[config.mk]
export PLATFORM = sky130hd
export DESIGN_NAME = neighbor_bank_arbiter
export DESIGN_NICKNAME = d
export VERILOG_FILES = /design/src/rtl/neighbor_bank_arbiter.sv
export SDC_FILE = /design/constraint.sdc
export NUM_CORES = 1
export LEC_CHECK = 0
export BUFFER_PORTS_ARGS = -buffer_cell sky130_fd_sc_hd__buf_2
export CAP_MARGIN = 20
export CORE_ASPECT_RATIO = 2
export CORE_MARGIN = 1
export CORE_UTILIZATION = 55
export CTS_CLUSTER_SIZE = 8
export DETAILED_ROUTE_END_ITERATION = 8
export GPL_TIMING_DRIVEN = 0
export PLACE_DENSITY = 0.91
export SLEW_MARGIN = 20
export SYNTH_ARGS = -nofsm -noshare
export SYNTH_HDL_FRONTEND = slang
export SYNTH_SLANG_ARGS = --single-unit
[constraint.sdc]
create_clock -name clk -period 4.1 [get_ports clk]
set_input_delay 0.82 -clock clk [delete_from_list [all_inputs] [get_ports clk]]
set_output_delay 0.82 -clock clk [all_outputs]
set_load 0.1 [all_outputs]
[src/rtl/neighbor_bank_arbiter.sv]
// neighbor_bank_arbiter
// Shares NUM_BANKS neighbor-memory banks among NUM_REQ request streams.
// Each bank runs its own round-robin arbitration over the requesters that
// address it, subject to a minimum issue spacing (BANK_LAT) and an external
// busy flag. Granted requests leave as registered per-bank commands.
//
// Ports:
//   clk            clock, all state updates on posedge
//   reset          asynchronous active-low reset
//   req_valid      per-requester request present
//   req_addr       per-requester {bank, row} address, ADDR_W bits each
//   req_tag        per-requester PE tag, TAG_W bits each
//   req_ready      per-requester grant (combinational from registered state + inputs)
//   Bank_busy      per-bank external busy flag
//   bank_cmd_valid per-bank registered one-cycle command strobe
//   bank_cmd_row   per-bank row of the last command
//   bank_cmd_tag   per-bank PE tag of the last command
//   bank_cmd_src   per-bank index of the requester that was granted
//   idle           no command strobe active and all occupancy counters zero
module neighbor_bank_arbiter #(
    parameter int unsigned NUM_REQ   = 4,
    parameter int unsigned NUM_BANKS = 4,
    parameter int unsigned ADDR_W    = 4,
    parameter int unsigned TAG_W     = 2,
    parameter int unsigned BANK_LAT  = 2
) (
    input  logic                                                 clk,
    input  logic                                                 reset,
    input  logic [NUM_REQ-1:0]                                   req_valid,
    input  logic [NUM_REQ*ADDR_W-1:0]                            req_addr,
    input  logic [NUM_REQ*TAG_W-1:0]                             req_tag,
    output logic [NUM_REQ-1:0]                                   req_ready,
    input  logic [NUM_BANKS-1:0]                                 Bank_busy,
    output logic [NUM_BANKS-1:0]                                 bank_cmd_valid,
    output logic [NUM_BANKS*(ADDR_W-$clog2(NUM_BANKS))-1:0]      bank_cmd_row,
    output logic [NUM_BANKS*TAG_W-1:0]                           bank_cmd_tag,
    output logic [NUM_BANKS*$clog2(NUM_REQ)-1:0]                 bank_cmd_src,
    output logic                                                 idle
);

    localparam int unsigned BANK_W = $clog2(NUM_BANKS);
    localparam int unsigned ROW_W  = ADDR_W - BANK_W;
    localparam int unsigned SRC_W  = $clog2(NUM_REQ);
    localparam int unsigned OCC_W  = $clog2(BANK_LAT) + 1;

    localparam logic [OCC_W-1:0] OCC_RELOAD = OCC_W'(BANK_LAT - 1);
    localparam logic [SRC_W-1:0] SRC_LAST   = SRC_W'(NUM_REQ - 1);

    // Per-requester field decode
    logic [BANK_W-1:0] req_bank  [NUM_REQ];
    logic [ROW_W-1:0]  req_row   [NUM_REQ];
    logic [TAG_W-1:0]  req_tag_a [NUM_REQ];

    // Per-bank state and arbitration results
    logic [OCC_W-1:0]     occ_cnt   [NUM_BANKS];
    logic [SRC_W-1:0]     rr_ptr    [NUM_BANKS];
    logic [NUM_BANKS-1:0] bank_elig;
    logic [NUM_BANKS-1:0] grant_vld;
    logic [SRC_W-1:0]     grant_src [NUM_BANKS];

    // Split each request address into bank select (upper bits) and row (lower bits)
    for (genvar i = 0; i < NUM_REQ; i++) begin : g_decode
        assign req_bank[i]  = req_addr[i*ADDR_W + ROW_W +: BANK_W];
        assign req_row[i]   = req_addr[i*ADDR_W +: ROW_W];
        assign req_tag_a[i] = req_tag[i*TAG_W +: TAG_W];
    end

    // A bank may grant only out of reset, when not busy and its spacing window has expired
    always_comb begin
        bank_elig = '0;
        for (int b = 0; b < int'(NUM_BANKS); b++) begin
            bank_elig[b] = reset && !Bank_busy[b] && (occ_cnt[b] == '0);
        end
    end

    // Per-bank round-robin: first matching requester scanning upward from rr_ptr
    always_comb begin
        int idx;
        idx       = 0;
        grant_vld = '0;
        for (int b = 0; b < int'(NUM_BANKS); b++) begin
            grant_src[b] = '0;
        end
        for (int b = 0; b < int'(NUM_BANKS); b++) begin
            if (bank_elig[b]) begin
                for (int k = 0; k < int'(NUM_REQ); k++) begin
                    idx = int'(rr_ptr[b]) + k;
                    if (idx >= int'(NUM_REQ)) begin
                        idx = idx - int'(NUM_REQ);
                    end
                    if (!grant_vld[b] && req_valid[idx] &&
                        (req_bank[idx] == BANK_W'(b))) begin
                        grant_vld[b] = 1'b1;
                        grant_src[b] = SRC_W'(idx);
                    end
                end
            end
        end
    end

    // Each requester addresses a single bank, so at most one bank can select it
    always_comb begin
        req_ready = '0;
        for (int b = 0; b < int'(NUM_BANKS); b++) begin
            if (grant_vld[b]) begin
                req_ready[grant_src[b]] = 1'b1;
            end
        end
    end

    // Command registers, spacing counters and round-robin pointers
    always_ff @(posedge clk or negedge reset) begin
        if (!reset) begin
            bank_cmd_valid <= '0;
            bank_cmd_row   <= '0;
            bank_cmd_tag   <= '0;
            bank_cmd_src   <= '0;
            for (int b = 0; b < int'(NUM_BANKS); b++) begin
                occ_cnt[b] <= '0;
                rr_ptr[b]  <= '0;
            end
        end else begin
            for (int b = 0; b < int'(NUM_BANKS); b++) begin
                bank_cmd_valid[b] <= grant_vld[b];
                if (grant_vld[b]) begin
                    bank_cmd_row[b*ROW_W +: ROW_W] <= req_row[grant_src[b]];
                    bank_cmd_tag[b*TAG_W +: TAG_W] <= req_tag_a[grant_src[b]];
                    bank_cmd_src[b*SRC_W +: SRC_W] <= grant_src[b];
                    occ_cnt[b]                     <= OCC_RELOAD;
                    rr_ptr[b]                      <= (grant_src[b] == SRC_LAST) ?
                                                      '0 : SRC_W'(grant_src[b] + SRC_W'(1));
                end else if (occ_cnt[b] != '0) begin
                    occ_cnt[b] <= occ_cnt[b] - OCC_W'(1);
                end
            end
        end
    end

    // Idle when nothing is being issued and no bank is inside its spacing window
    always_comb begin
        idle = ~|bank_cmd_valid;
        for (int b = 0; b < int'(NUM_BANKS); b++) begin
            if (occ_cnt[b] != '0) begin
                idle = 1'b0;
            end
        end
    end

endmodule

==> results.toml <==
[run_status]
status = "finished clean"

[place]
place_ws_ns = -0.543
dp_cells = 448
dp.final_hpwl_um = 6390
numPortBuffers = 64
gp_congestion = 0.925
placed_area_sq_mm = 0.00344

[clock_network]
cts_buffers = 5
cts_buffer_depth = 2
htreeDepth = 2
cts_tree = "yes"
insertion_delay_ns = 0.32
holdBufCountCts = 0
root_buffer = "clkbuf_8"
clkTransAtPathRegs_ns = 0.09
cts_sinks = 44

[floorplan]
coreArea_sq_mm = 0.00537
pin_count = 67
die-area_sq_mm = 0.00586
num_rows = 38
start_util_pct = 56.7
die_w_um = 54.6
die_h_um = 107

[setup_path]
crit_path_start_kind = "input port"
crit_start = "req_addr[2]"
cp_slowest_cell = "nor4_1"
crit_family = "buffers and inverters"
path_cells = "buf_2 > and3_4 > nor3_1 > a211oi_1 > nor4_1 > buf_4 > inv_1 > ha_1 > a22o_1 > a221o_1 > buf_2"
worstSetupPathType = "in -> out"
cpMostUsedCell = "buf_2"
critPathMaxFanout = 11
rr_startpoint = "occ_cnt[4]"
cp-end-kind = "primary output"
worst-path-buf-inv = 4
critPathArrivalTime_ns = 3.18
cp.required_ns = 3.28
cpPeakStageDelay_ns = 0.35

[detailed_routing]
via_per_inst = 6.33
num_vias = 2887
routed_wl_um = 8320
wl_per_cell_um = 18.3
drc = 0
drt-initial-drc-count = 123
dr.pass1.iters = 4
ant_nets = 0

[finish]
layout-drive-gt1-share_pct = 26.3
final_common_cell = "buf_2"
diodes = 0
final_area_sq_mm = 0.00358
layout.cells.most_common_list = "buf_2 (66), dfrtp_1 (44), nand2_1 (40)"
fillers = 422
syn_to_final_growth_pct = 17.3
stdcell_count = 456
fin_nets = 449

[sta]
rsz0062_at_grt = "false"
max_freq_ghz = 0.250
worst_pin_slew_ns = 0.632
setup_ws_ns = 0.104
fin_skew_ns = 0.00963
slew_viol_final = 0
setup_violations = 0
hold_viol = 0
post-route-min-period_ns = 4.00
period_share_pct = 97.5
slew_headroom_pct = 57.6

[global_routing]
grt_pass1_vias = 2871
antenna_found_initial = 0
grt_start_max_net_pins = 50
grt_pass1_wl_um = 13300
grtUsageTotal_pct = 31.6
grt_overflow = 0

[yosys]
synth.avg_cell_area_sq_um = 9.41
ys_ff_latch = 44
synthTopCellsByArea = "dfrtp_1 (36%), ha_1 (8.2%), mux2i_1 (4.9%), nand2_1 (4.9%), inv_1 (3.2%)"
async_flop_share_pct = 100
yosysWarnings = 0
syn_inst = 324
synth.largest_area_cell = "dfrtp_1"
yosys_most_used_dff = "dfrtp_1"
yosysSeqAreaShare_pct = 36.1
syn-num-nets = 378
synth-edff-count = 0
yosysTopAreaCellShare_pct = 36.1
synth_cell_types = 58
syn_area_sq_mm = 0.00305

[job]
cap_violations = 0

[min_path]
hp-class = "in -> async"

[power_and_ir_drop]
powerDensity_mw_per_mm2 = 749
p_total_mw = 2.68
power.leakage_nw = 1.85
ir_worst_vdd_v = 0.000846
## synthesized netlist by cell type (6+ instances only)
cell and instances:
nand3b_1 12, nor2_1 13, nor3_1 7, a221o_1 6, nand3_1 8, dfrtp_1 44, mux2i_1 15, inv_1 26
a21oi_1 9, a22oi_1 6, o211ai_1 7, nand2_1 40, o21ai_0 16, buf_6 6, mux2_2 6, ha_1 20
## per-stage QoR
step / util, % / setup TNS, ns / hold slack [ns]
after detailed placement: 64.1 / -1.72 / 0.460
after CTS: 66.3 / 0 / 0.429
after floorplan: - / 0 / 0.477
final: 66.6 / 0 / 0.335
after global routing: 66.6 / 0 / 0.362
after global placement: 64.1 / -1.39 / 0.456
## worst register-to-register path, stage by stage, from the launching register on
cell      delay (ns)
dfrtp_1         0.40
inv_1           0.07
ha_2            0.27
nand3b_1        0.18
or4_1           0.61
nand2_1         0.23
inv_2           0.15
mux2i_1         0.29
o211ai_1        0.12
## sequential cells by signal, summed over array words and instances, names as in the netlist
signal	cells
bank_cmd_valid	4
bank_cmd_src	8
bank_cmd_row	8
rr_ptr	8
bank_cmd_tag	8
occ_cnt	8
## layout make-up
| type | instances | area, sq um | area share (%) |
|---|---|---|---|
| repair buffers | 64 | 335 | 9.38 |
| clock inverters | 3 | 46.3 | 1.29 |
| multi-input cells | 238 | 1740 | 48.6 |
| clock buffers | 5 | 68.8 | 1.92 |
| inverters | 28 | 105 | 2.94 |
| well taps | 60 | 75.1 | 2.10 |
| flip-flops and latches | 44 | 1100 | 30.8 |
| plain buffers | 14 | 106 | 2.97 |
## power breakdown
group,internal (mW),switching (mW),total (mW)
logic,0.327,1.25,1.58
clock network,0.184,0.164,0.347
registers,0.628,0.123,0.751
## path summary, 6_finish.rpt
check                      slack (ns)  cells after the start         endpoint
max reg2reg                      1.65                      8  bank_cmd_row[2]
min                              0.33                      1       occ_cnt[2]
max                              0.10                     11     req_ready[0]
min in group clk                 0.47                      2  bank_cmd_src[0]
min reg2reg                      0.47                      2  bank_cmd_src[0]
max in group asynchronous        3.51                      1  bank_cmd_src[4]
## per-layer routing
layer / global-route usage (%) / wire [um]
met5: 0 / 0
met3: 4.38 / 434
met1: 35.7 / 2900
met2: 50.9 / 4410
met4: 22.5 / 587
## cell families (layout without fill, tap and decap cells)
logic type               count (synthesis)  in the layout  synth area share [%]
AO/OA/AOI/OAI                           80             80                  19.0
AND/OR/NAND/NOR                        109            109                  19.6
XOR/XNOR                                 4              4                  1.15
flip-flops                              44             44                  36.1
multiplexers                            25             25                  8.99
adder cells (fa/ha/maj)                 20             20                  8.21
buffers and inverters                   42            114                  6.94
## what timing repair did
action | in CTS | in global routing
setup buffers | 0 | 0
endpoints found under the setup margin | 4 | 3
pin swaps | 0 | 0
resized for setup | 2 | 4
No activity file was read; power rests on OpenSTA's default activity.
